==> src/rtl/rfile_pkg.sv <==
// Shared register-file constants and writeback stage state encoding.
// Pure declarations; no logic or latency.
package rfile_pkg;
    localparam int REG_ADDR_W = 5;
    localparam int REG_DATA_W = 32;
    localparam int NUM_REGS   = 1 << REG_ADDR_W;

    localparam logic [0:0] ST_EMPTY = 1'b0;
    localparam logic [0:0] ST_FULL  = 1'b1;
endpackage

==> src/rtl/rfile_wb_arbiter_if.sv <==
// Writeback requester bundle plus register-file write port; master = requesters, slave = arbiter.
// Carries valid/ready per requester and the hold/freeze input.
interface rfile_wb_arbiter_if #(
    parameter int NREQ   = 3,
    parameter int ADDR_W = 5,
    parameter int DATA_W = 32
);
    logic [NREQ-1:0]        req_valid;
    logic [NREQ*ADDR_W-1:0] req_reg;
    logic [NREQ*DATA_W-1:0] req_data;
    logic [NREQ-1:0]        req_ready;
    logic                   wb_hold;
    logic                   wr_en;
    logic [ADDR_W-1:0]      wr_reg;
    logic [DATA_W-1:0]      wr_data;
    logic [(1<<ADDR_W)-1:0] pending_mask;

    modport master (
        output req_valid, req_reg, req_data, wb_hold,
        input  req_ready, wr_en, wr_reg, wr_data, pending_mask
    );

    modport slave (
        input  req_valid, req_reg, req_data, wb_hold,
        output req_ready, wr_en, wr_reg, wr_data, pending_mask
    );
endinterface

==> src/rtl/rr_arbiter.sv <==
// Combinational round-robin picker: first set request at or after ptr, modulo NREQ.
// Zero latency; grant is one-hot or all-zero when nothing requests.
module rr_arbiter #(
    parameter  int NREQ  = 3,
    localparam int PTR_W = $clog2(NREQ)
) (
    input  logic [NREQ-1:0]  req,
    input  logic [PTR_W-1:0] ptr,
    output logic [NREQ-1:0]  grant
);
    logic [PTR_W:0]   pos;
    logic [PTR_W-1:0] idx;
    logic             found;

    always_comb begin
        grant = '0;
        found = 1'b0;
        pos   = '0;
        idx   = '0;
        for (int k = 0; k < NREQ; k++) begin
            pos = {1'b0, ptr} + (PTR_W+1)'(k);
            if (pos >= (PTR_W+1)'(NREQ)) begin
                pos = pos - (PTR_W+1)'(NREQ);
            end
            idx = pos[PTR_W-1:0];
            if (!found && req[idx]) begin
                grant[idx] = 1'b1;
                found      = 1'b1;
            end
        end
    end
endmodule

==> src/rtl/rfile_wb_arbiter.sv <==
// Round-robin share of the register-file write port; accept at edge N -> wr_en in cycle N+1, one write/cycle.
// wb_hold freezes grants and the stage; define RFILE_R0_DISCARD_EN to ack-and-drop writes to register 0.
module rfile_wb_arbiter
    import rfile_pkg::*;
#(
    parameter int NREQ   = 3,
    parameter int ADDR_W = REG_ADDR_W,
    parameter int DATA_W = REG_DATA_W
) (
    input logic              clk,
    input logic              rst,
    rfile_wb_arbiter_if.slave bus
);
    localparam int PTR_W = $clog2(NREQ);
    localparam int MASK_W = 1 << ADDR_W;

`ifdef RFILE_R0_DISCARD_EN
    localparam bit R0_DISCARD = 1'b1;
`else
    localparam bit R0_DISCARD = 1'b0;
`endif

    logic [0:0]        state;
    logic [PTR_W-1:0]  ptr;
    logic [PTR_W-1:0]  sel;
    logic [PTR_W-1:0]  ptr_next;
    logic [NREQ-1:0]   grant;
    logic              grant_en;
    logic              xfer;
    logic              load;
    logic [ADDR_W-1:0] sel_reg;
    logic [DATA_W-1:0] sel_data;
    logic [ADDR_W-1:0] stage_reg;
    logic [DATA_W-1:0] stage_data;
    logic              stage_full;

    rr_arbiter #(.NREQ(NREQ)) u_rr (
        .req   (bus.req_valid),
        .ptr   (ptr),
        .grant (grant)
    );

    // A FULL stage drains in the same cycle it is refilled, so only hold/reset block grants.
    assign grant_en      = !rst && !bus.wb_hold;
    assign bus.req_ready = grant_en ? grant : '0;
    assign xfer          = grant_en && (grant != '0);

    always_comb begin
        sel      = '0;
        sel_reg  = '0;
        sel_data = '0;
        for (int i = 0; i < NREQ; i++) begin
            if (grant[i]) begin
                sel      = PTR_W'(i);
                sel_reg  = bus.req_reg[i*ADDR_W +: ADDR_W];
                sel_data = bus.req_data[i*DATA_W +: DATA_W];
            end
        end
    end

    assign load     = xfer && !(R0_DISCARD && (sel_reg == '0));
    assign ptr_next = (sel == PTR_W'(NREQ-1)) ? '0 : sel + PTR_W'(1);

    always_ff @(posedge clk) begin
        if (rst) begin
            state      <= ST_EMPTY;
            ptr        <= '0;
            stage_reg  <= '0;
            stage_data <= '0;
        end else if (!bus.wb_hold) begin
            if (xfer) begin
                ptr <= ptr_next;
            end
            if (load) begin
                state      <= ST_FULL;
                stage_reg  <= sel_reg;
                stage_data <= sel_data;
            end else begin
                state <= ST_EMPTY;
            end
        end
    end

    // Gating with rst keeps a stage caught by reset from ever reaching the register file.
    assign stage_full       = (state == ST_FULL) && !rst;
    assign bus.wr_en        = stage_full && !bus.wb_hold;
    assign bus.wr_reg       = stage_reg;
    assign bus.wr_data      = stage_data;
    assign bus.pending_mask = stage_full ? (MASK_W'(1) << stage_reg) : '0;
endmodule
==> src/flat_wrapper.sv <==
// flat-port wrapper written by rule: the top's interface ports become plain ports
module rfile_wb_arbiter_flat import rfile_pkg::*;
#(
    parameter int NREQ   = 3,
    parameter int ADDR_W = REG_ADDR_W,
    parameter int DATA_W = REG_DATA_W
)
  (clk, rst, bus_req_valid, bus_req_reg, bus_req_data, bus_wb_hold, bus_req_ready, bus_wr_en, bus_wr_reg, bus_wr_data, bus_pending_mask);
  rfile_wb_arbiter_if #(.NREQ(NREQ), .ADDR_W(ADDR_W), .DATA_W(DATA_W)) bus_i ();
  input logic clk;
  input logic rst;
  input wire logic [$bits(bus_i.req_valid)-1:0] bus_req_valid;
  input wire logic [$bits(bus_i.req_reg)-1:0] bus_req_reg;
  input wire logic [$bits(bus_i.req_data)-1:0] bus_req_data;
  input wire logic [$bits(bus_i.wb_hold)-1:0] bus_wb_hold;
  output wire logic [$bits(bus_i.req_ready)-1:0] bus_req_ready;
  output wire logic [$bits(bus_i.wr_en)-1:0] bus_wr_en;
  output wire logic [$bits(bus_i.wr_reg)-1:0] bus_wr_reg;
  output wire logic [$bits(bus_i.wr_data)-1:0] bus_wr_data;
  output wire logic [$bits(bus_i.pending_mask)-1:0] bus_pending_mask;
  assign bus_i.req_valid = bus_req_valid;
  assign bus_i.req_reg = bus_req_reg;
  assign bus_i.req_data = bus_req_data;
  assign bus_i.wb_hold = bus_wb_hold;
  assign bus_req_ready = bus_i.req_ready;
  assign bus_wr_en = bus_i.wr_en;
  assign bus_wr_reg = bus_i.wr_reg;
  assign bus_wr_data = bus_i.wr_data;
  assign bus_pending_mask = bus_i.pending_mask;
  rfile_wb_arbiter #(.NREQ(NREQ), .ADDR_W(ADDR_W), .DATA_W(DATA_W)) u_core (.clk(clk), .rst(rst), .bus(bus_i));
endmodule
==> config.mk <==
export PLATFORM = sky130hd
export DESIGN_NAME = rfile_wb_arbiter_flat
export DESIGN_NICKNAME = d
export VERILOG_FILES = /design/src/rtl/rfile_pkg.sv /design/src/rtl/rfile_wb_arbiter_if.sv /design/src/rtl/rr_arbiter.sv /design/src/rtl/rfile_wb_arbiter.sv /design/src/flat_wrapper.sv
export SDC_FILE = /design/constraint.sdc
export NUM_CORES = 1
export LEC_CHECK = 0
export ABC_AREA = 1
export BUFFER_PORTS_ARGS = -buffer_cell sky130_fd_sc_hd__buf_4
export CAP_MARGIN = 20
export CORE_MARGIN = 3
export CORE_UTILIZATION = 43
export CTS_CLUSTER_SIZE = 40
export DETAILED_ROUTE_END_ITERATION = 7
export GPL_ROUTABILITY_DRIVEN = 0
export HOLD_SLACK_MARGIN = 0.08
export PLACE_DENSITY = 0.81
export SKIP_LAST_GASP = 1
export SYNTH_ARGS = -nofsm -noshare
export SYNTH_HDL_FRONTEND = slang
export SYNTH_HIERARCHICAL = 1
export SYNTH_SLANG_ARGS = --single-unit
==> constraint.sdc <==
create_clock -name clk -period 2.6 [get_ports clk]
set_input_delay 0.13 -clock clk [delete_from_list [all_inputs] [get_ports clk]]
set_output_delay 0.13 -clock clk [all_outputs]
set_load 0.01 [all_outputs]
==> results.json, run 1 <==
{
  "drive_above_1_share_pct": 29.7,
  "combinationalPowerShare_pct": 54.6,
  "multiInputGateArea_mm2": 0.00192,
  "muxShareOfSynthArea_pct": 0,
  "area_delta_synth_final_pct": 52.9,
  "ys_ff_latch": 40,
  "hold_viol": 0,
  "grt_max_degree": 39,
  "fin_util_pct": 70.1,
  "path_max_fanout": 28,
  "peakVddDrop_mv": 0.308,
  "arrival_ns": 2.65,
  "fin_worst_skew_ns": 0.00835,
  "grt_pass1_vias": 3867,
  "gr-total-overflow": 0,
  "worstSetupStartpointType": "register",
  "core_mm2": 0.00706,
  "tightest_slew_ns": 0.549,
  "min_period_ns": 2.42,
  "ios": 190,
  "die_w_um": 92.7,
  "syn_inst": 604,
  "r2r_cells": 15,
  "crit_type": "reg -> reg",
  "die_h_um": 92.7,
  "relSlewSlack_pct": 63.3,
  "port_buffers": 189,
  "end_kind": "register",
  "report.final.slew_viol_count": 0,
  "clkTransAtPathRegs_ns": 0.08,
  "dp_slack_ns": 0.0575,
  "worstHoldPathCells": 5,
  "max_freq_mhz": 413,
  "p_sw_share_pct": 41.6,
  "via_per_inst": 4.88,
  "final_nets": 907,
  "power_frac_seq_pct": 29.2,
  "drc": 0,
  "maxCapViolations": 0,
  "cts_sinks": 40,
  "grt_util_met2_pct": 47.0,
  "largest_reg_flops": 32,
  "hp-class": "in -> reg",
  "grt_pass1_wl_um": 17300,
  "run_status": "complete, no violations",
  "synth.distinct_cells": 20,
  "whs_ns": 0.157,
  "synth_compound_area_share_pct": 0.812,
  "critPathRequiredTime_ns": 2.83,
  "num-fill-cells": 617,
  "clock_latency_ns": 0.29,
  "dieArea_mm2": 0.00860,
  "busiest_layer": "met2",
  "initial_utilization_pct": 45.8,
  "synthXorXnorAreaFrac_pct": 0,
  "ant_nets": 0,
  "met1_usage_pct": 27.0,
  "final_cell_mix": "204 x buf_4, 168 x nand2_1, 119 x nand3_1, 112 x nor2_1, 83 x inv_1",
  "p_leak_nw": 2.82,
  "cts_root_buf": "clkbuf_8",
  "netlist_area_mm2": 0.00323,
  "yosysTopAreaCell": "dfxtp_1",
  "p_int_w": 0.00156,
  "synthSimpleGateAreaFrac_pct": 56.1,
  "p_per_area_mw_per_mm2": 541,
  "seq_area_frac_synth_pct": 24.8,
  "drt-total-wl_um": 11200,
  "clkPwrFrac_pct": 16.1,
  "period_share_pct": 93.2,
  "syn_nets": 725,
  "cts_max_level": 2,
  "routedWlPerCell_um": 12.7,
  "p_sw_w": 0.00111,
  "synth_top_family_by_area": "simple AND/OR/NAND/NOR gates",
  "final_common_cell": "buf_4",
  "antenna_found_initial": 0,
  "tritoncts": "done",
  "setup_slack_ns": 0.178,
  "synth-adder-area-share_pct": 1.55,
  "finalSetupViolCount": 0,
  "ys_warn_count": 6,
  "track_usage_pct": 24.4,
  "drtIter0Drc": 255,
  "grt_use_met3_pct": 4.47,
  "vias": 4309,
  "yosysTopAreaCellShare_pct": 24.8,
  "ys_top_cells_by_area": "dfxtp_1 25%, nand2_1 20%, nand3_1 19%",
  "firstDrtPassIters": 8,
  "num_rows": 30,
  "cts_buffers": 5,
  "avgSynthCellArea_um2": 5.35,
  "regArea_um2": 802,
  "hpwlAfterDp_um": 8470,
  "antenna_cells": 0,
  "clockBufferDepth": 2
}
-- power by group through the flow --
| stage | clock network (W) | logic [W] | registers (W) |
|---|---|---|---|
| after floorplan | 0 | 0.000843 | 0.000813 |
| after global placement | 0 | 0.00133 | 0.000793 |
| after detailed placement | 0 | 0.00136 | 0.000795 |
| after CTS | 0.000442 | 0.00136 | 0.000782 |
| after global routing | 0.000466 | 0.00162 | 0.000796 |
| final | 0.000431 | 0.00146 | 0.000782 |
-- cells in the mapped netlist --
cell type / instances
a21oi_1: 1
nand4_1: 18
nor2_2: 2
clkinv_1: 4
nor2_1: 112
nand2_1: 169
nand3b_1: 2
inv_2: 3
ha_1: 4
buf_4: 2
inv_1: 83
buf_2: 24
nand3_1: 121
dfxtp_1: 40
nand2_2: 2
buf_6: 2
o21ai_1: 1
buf_1: 1
clkbuf_1: 12
a21oi_4: 1
-- layer usage --
layer  up-vias  wire length [um]
met5         -                 0
met4         0               255
met3        24               986
met2       196              5770
met1      1875              4190
li1       2214                 -
-- worst max-delay path: stages (launching register included) --
cell and delay, ns:
dfxtp_2 0.36, inv_1 0.07, ha_1 0.36, inv_1 0.09, nand2_1 0.07, nand2_1 0.05, nand2_1 0.12, inv_1 0.09
nand3_1 0.09, nand3b_1 0.20, inv_4 0.15, nand2_1 0.13, o21ai_4 0.16, buf_6 0.24, nor2_1 0.07, nor2_1 0.09
-- cell type report --
type,instances,share of cell area (%)
timing repair buffer,215,33.6
multi-input combinational,433,38.8
tap,96,2.43
clock buffer,7,1.75
timing repair inverter,1,0.152
sequential,40,16.2
inverter,90,6.88
clock inverter,1,0.152
-- through the flow --
step / cells / TNS [ns] / area [um2] / total power [W]
finish: 883 / 0 / 4950 / 0.00267
global route: 883 / -0.706 / 4950 / 0.00288
detailed placement: 864 / 0 / 4700 / 0.00215
global placement: 864 / 0 / 4700 / 0.00212
CTS: 874 / 0 / 4820 / 0.00259
floorplan: 604 / 0 / 3230 / 0.00166
-- path summary, 6_finish.rpt --
check | from | to | slack (ns)
max | u_core/ptr[0] | u_core/bus.wr_data[20] | 0.18
min | bus_req_data[73] | u_core/bus.wr_data[9] | 0.16
max reg2reg | u_core/ptr[0] | u_core/bus.wr_data[20] | 0.18
min reg2reg | u_core/ptr[0] | u_core/ptr[0] | 0.53
-- cell families after synthesis --
| logic type | Yosys count |
|---|---|
| buffers and inverters | 131 |
| and+or+nand+nor | 426 |
| adders and majority gates | 4 |
| DFF | 40 |
| AOI/OAI and AO/OA | 3 |
-- what timing repair did --
item,4_1_cts,5_1_grt
hold buffers,2,0
hold endpoints to repair,2,0
setup endpoints to repair,0,40
resized for setup,0,17
buffers inserted,0,7
Note: power is estimated with default switching activity, not from simulation.
==> run 2, diff against run 1 <==
- CTS_BUF_LIST: default -> sky130_fd_sc_hd__clkbuf_4 sky130_fd_sc_hd__clkbuf_8
==> run 2 against run 1 <==
Net effect: first-iteration DRC count is 1.2% lower; design area hardly changed; hold slack hardly changed; largest cell class unchanged; setup slack better by 0.0014 ns; via count is 0.26% higher; critical endpoint unchanged; largest power group unchanged.
==> results.json, run 2 (same netlist as run 1, synthesis figures left out) <==
{
  "run_status": "complete, no violations",
  "finalSetupViolCount": 0,
  "routed-wl-met2_um": 5780,
  "period_share_pct": 93.1,
  "p_per_area_mw_per_mm2": 542,
  "antenna_cells": 0,
  "cts_root_buf": "clkbuf_8",
  "p_int_w": 0.00157,
  "p_sw_share_pct": 41.4,
  "report.final.slew_viol_count": 0,
  "ios": 190,
  "gr-total-overflow": 0,
  "whs_ns": 0.157,
  "grt_pass1_wl_um": 17300,
  "drt-total-wl_um": 11200,
  "dp_slack_ns": 0.0575,
  "drc": 0,
  "dieArea_mm2": 0.00860,
  "num-fill-cells": 620,
  "clkTransAtPathRegs_ns": 0.08,
  "cts_buffers": 5,
  "die_h_um": 92.7,
  "largest_reg_flops": 32,
  "clkPwrFrac_pct": 16.5,
  "drive_above_1_share_pct": 29.9,
  "ant_nets": 0,
  "p_sw_w": 0.00111,
  "cts_max_level": 2,
  "initial_utilization_pct": 45.8,
  "hold_viol": 0,
  "min_period_ns": 2.42,
  "area_delta_synth_final_pct": 53.0,
  "clockBufferDepth": 2,
  "crit_path_frequent_cell": "nand2_1",
  "clock_latency_ns": 0.29,
  "crit_type": "reg -> reg",
  "m1WireLength_um": 4140,
  "num_rows": 30,
  "finalSetupTns_ns": 0,
  "arrival_ns": 2.65,
  "setup_slack_ns": 0.179,
  "max_freq_mhz": 413,
  "fin_util_pct": 70.1,
  "grt_pass1_vias": 3867,
  "path_buf_inv": 5,
  "firstDrtPassIters": 5,
  "die_w_um": 92.7,
  "final_common_cell": "buf_4",
  "worstPathCellList": "inv_1, ha_1, inv_1, nand2_1, nand2_1, nand2_1, inv_1, nand3_1, nand3b_1, inv_4, nand2_1, o21ai_4, buf_6, nor2_1, nor2_1",
  "critPathRequiredTime_ns": 2.83,
  "routedWlPerCell_um": 12.6,
  "cts_sinks": 40,
  "drtIter0Drc": 252,
  "hpwlAfterDp_um": 8470,
  "dr.max_layer_used": "met4",
  "critPathMaxStageDelay_ns": 0.36,
  "grt_max_degree": 39,
  "combinationalPowerShare_pct": 54.4,
  "tightest_slew_ns": 0.549,
  "antenna_found_initial": 0,
  "vias": 4320,
  "maxCapViolations": 0,
  "port_buffers": 189,
  "peakVddDrop_mv": 0.307,
  "final_nets": 907,
  "via_per_inst": 4.89,
  "relSlewSlack_pct": 63.3,
  "fin_worst_skew_ns": 0.00790,
  "track_usage_pct": 24.4,
  "path_max_fanout": 28,
  "hp-class": "in -> reg",
  "end_kind": "register",
  "p_leak_nw": 2.82,
  "core_mm2": 0.00706,
  "cpLargestDelayFamily": "simple AND/OR/NAND/NOR gates",
  "wl_met3_um": 965,
  "worstSetupStartpointType": "register",
  "tritoncts": "done",
  "rrSetupSlack_ns": 0.18,
  "slowest_stage": "dfxtp_2",
  "final_cell_mix": "204 x buf_4, 168 x nand2_1, 119 x nand3_1, 112 x nor2_1, 83 x inv_1",
  "power_frac_seq_pct": 29.1
}
-- run 2: final timing paths --
check / cells past startpoint / from / endpoint
worst min-delay path: 5 / bus_req_data[73] / u_core/bus.wr_data[9]
worst min register to register: 2 / u_core/ptr[0] / u_core/ptr[0]
worst max register to register: 15 / u_core/ptr[0] / u_core/bus.wr_data[20]
worst max-delay path: 15 / u_core/ptr[0] / u_core/bus.wr_data[20]
-- run 2: power by group through the flow --
stage / registers [W] / clock network (W) / logic [W]
6_report: 0.000782 / 0.000443 / 0.00146
5_1_grt: 0.000796 / 0.000477 / 0.00162
4_1_cts: 0.000782 / 0.000453 / 0.00136
3_5_place_dp: 0.000795 / 0 / 0.00136
3_3_place_gp: 0.000793 / 0 / 0.00133
2_1_floorplan: 0.000813 / 0 / 0.000843
-- run 2: area by class of cell --
class | count | area (um2) | area share [%]
clock buffers | 7 | 90.1 | 1.82
multi-input cells | 433 | 1920 | 38.8
clock inverters | 1 | 7.51 | 0.152
inverters | 90 | 340 | 6.88
well taps | 96 | 120 | 2.43
repair buffers | 215 | 1660 | 33.6
flip-flops and latches | 40 | 802 | 16.2
repair inverters | 1 | 7.51 | 0.152
-- run 2: worst reg2reg max path, delay by kind of cell, from the launching register on --
family,cells,cell delay [ns]
AOI/OAI and AO/OA,1,0.16
buffers and inverters,5,0.64
adders and majority gates,1,0.36
and+or+nand+nor,8,0.84
DFF,1,0.36
-- run 2: timing repair --
item / CTS / global route
endpoints found under the hold margin: 2 / 0
hold buffers: 2 / 0
setup buffers: 0 / 7
setup endpoints to repair: 0 / 40
gates resized for setup: 0 / 17
-- run 2: through the flow --
step / cell area, um2 / power [W] / std cells
final: 4950 / 0.00268 / 883
after global routing: 4950 / 0.00289 / 883
after CTS: 4820 / 0.00260 / 874
after detailed placement: 4700 / 0.00215 / 864
after global placement: 4700 / 0.00212 / 864
after floorplan: 3230 / 0.00166 / 604
-- run 2: routing by layer --
layer / vias to the layer above / GRT usage, %
met5: - / 0
met4: 0 / 7.08
met3: 28 / 4.47
met2: 199 / 47.0
met1: 1877 / 27.0
li1: 2216 / -
==> run 3, diff against run 2 <==
- CORE_ASPECT_RATIO: default -> 0.5
==> run 3 against run 2 <==
Net effect: first-iteration DRC count up 16%; combinational power up 5%; design area up 1.3%.
==> results.json, run 3 (same netlist as run 1, synthesis figures left out) <==
{
  "run_status": "complete, no violations",
  "crit_path_frequent_cell": "nand2_1",
  "hold_viol": 0,
  "final_cell_mix": "210 x buf_4, 167 x nand2_1, 120 x nand3_1, 112 x nor2_1, 82 x inv_1",
  "cts_sinks": 40,
  "finalSetupTns_ns": 0,
  "fin_util_pct": 71.8,
  "p_leak_nw": 2.86,
  "relSlewSlack_pct": 63.7,
  "grt_max_degree": 40,
  "crit_type": "reg -> out",
  "whs_ns": 0.166,
  "grt_pass1_wl_um": 16900,
  "met1_usage_pct": 28.0,
  "combinationalPowerShare_pct": 57.0,
  "fin_worst_skew_ns": 0.00502,
  "firstDrtPassIters": 5,
  "p_per_area_mw_per_mm2": 537,
  "vias": 4342,
  "routedWlPerCell_um": 12.9,
  "power_frac_seq_pct": 29.0,
  "num_rows": 21,
  "stdcell_area_mm2": 0.00502,
  "arrival_ns": 2.31,
  "gr-total-overflow": 0,
  "clockBufferDepth": 2,
  "hp-class": "in -> reg",
  "final_nets": 912,
  "die_w_um": 129,
  "tightest_slew_ns": 0.543,
  "num-fill-cells": 621,
  "hpwlAfterDp_um": 8110,
  "initial_utilization_pct": 46.3,
  "grt_use_met3_pct": 5.06,
  "via_per_inst": 4.93,
  "p_sw_share_pct": 41.9,
  "worstSetupStartpointType": "register",
  "die_h_um": 67.3,
  "grt_util_met2_pct": 44.8,
  "path_max_fanout": 8,
  "worstPathCellList": "inv_1, ha_1, nand2_1, nand2_2, a21oi_4, inv_2, buf_4, nand2_1, nand3_1, nand2_1, inv_1, buf_4",
  "ios": 190,
  "end_kind": "output pin",
  "period_share_pct": 94.0,
  "tritoncts": "done",
  "min_period_ns": 2.44,
  "finalSetupViolCount": 0,
  "max_freq_mhz": 409,
  "path_buf_inv": 5,
  "busiest_layer": "met2",
  "critPathMaxStageDelay_ns": 0.38,
  "antenna_found_initial": 0,
  "cts_root_buf": "clkbuf_8",
  "area_delta_synth_final_pct": 55.1,
  "drt-total-wl_um": 11400,
  "peakVddDrop_mv": 0.259,
  "p_sw_w": 0.00113,
  "grt_pass1_vias": 3760,
  "drive_above_1_share_pct": 30.2,
  "maxCapViolations": 0,
  "drc": 0,
  "clock_latency_ns": 0.29,
  "dieArea_mm2": 0.00866,
  "antenna_cells": 0,
  "critPathRequiredTime_ns": 2.47,
  "cpLargestDelayFamily": "simple AND/OR/NAND/NOR gates",
  "p_int_w": 0.00157,
  "clkTransAtPathRegs_ns": 0.08,
  "clkPwrFrac_pct": 14.0,
  "ant_nets": 0,
  "cts_buffers": 5,
  "post_dp_cell_area_mm2": 0.00472,
  "core_mm2": 0.00699,
  "slowest_stage": "dfxtp_1",
  "track_usage_pct": 23.7,
  "final_common_cell": "buf_4",
  "cts_max_level": 2,
  "drtIter0Drc": 292,
  "report.final.slew_viol_count": 0,
  "largest_reg_flops": 32,
  "port_buffers": 189
}
-- run 3: changes by cell type in the layout (fill, tap and decap cells not counted), moves of 2 or more --
cell        previous run  this run
buf_4                204       210
nand3_2                2         0
clkinvlp_4             2         0
buf_6                  6         1
clkbuf_16              0         2
buf_12                 2         4
-- run 3: stage by stage --
| stage | worst slack [ns] | total power (W) | cells |
|---|---|---|---|
| after floorplan | 0.498 | 0.00166 | 604 |
| after detailed placement | -0.268 | 0.00215 | 862 |
| after global routing | -0.0421 | 0.00292 | 881 |
| after global placement | -0.171 | 0.00213 | 862 |
| final | 0.156 | 0.00270 | 881 |
| after CTS | 0.0304 | 0.00257 | 871 |
-- run 3: worst reg2reg max path, stage by stage, from the launching register on --
cell and delay [ns]:
dfxtp_2 0.35, inv_1 0.06, ha_1 0.31, inv_1 0.08, nand2_1 0.06, nand3_1 0.07, nand2_1 0.15, inv_2 0.07
nand3_1 0.09, nand3b_1 0.15, buf_4 0.18, buf_4 0.15, nor2_4 0.16, buf_4 0.20, nand2_1 0.07, nand3_1 0.06
nor2_1 0.04, nor2_1 0.10
-- run 3: layer usage --
layer	wire length, um	vias to the layer above
li1	-	2227
met2	5770	168
met5	0	-
met3	1020	14
met4	138	0
met1	4480	1933
-- run 3: area by class of cell --
type,count,area (um2),share of cell area (%)
Clock buffer,5,68.8,1.37
Inverter,90,343,6.83
Multi-Input combinational cell,434,1930,38.6
Sequential cell,40,802,16.0
Tap cell,92,115,2.29
Timing Repair Buffer,220,1750,34.9
-- run 3: path summary, 6_finish.rpt --
check                                 startpoint                      to  slack, ns  depth (start not counted)
worst max-delay path               u_core/ptr[1]        bus_req_ready[0]       0.16                         12
worst max register to register     u_core/ptr[0]   u_core/bus.wr_data[1]       0.20                         17
worst min register to register     u_core/ptr[1]           u_core/ptr[1]       0.52                          2
worst min-delay path            bus_req_data[77]  u_core/bus.wr_data[13]       0.17                          5
-- run 3: repair_timing --
action | in CTS | in global routing
gates resized for setup | 10 | 12
setup endpoints to repair | 41 | 42
hold endpoints to repair | 2 | 0
hold buffers | 2 | 0
cloned | 1 | 2
buffers inserted | 1 | 8
pin swaps | 2 | 3
-- run 3: power by group through the flow --
| stage | Sequential (W) | Combinational [W] | Clock, W |
|---|---|---|---|
| 2_1_floorplan | 0.000813 | 0.000843 | 0 |
| 3_3_place_gp | 0.000790 | 0.00134 | 0 |
| 3_5_place_dp | 0.000796 | 0.00135 | 0 |
| 4_1_cts | 0.000782 | 0.00141 | 0.000381 |
| 5_1_grt | 0.000797 | 0.00171 | 0.000412 |
| 6_report | 0.000782 | 0.00154 | 0.000376 |
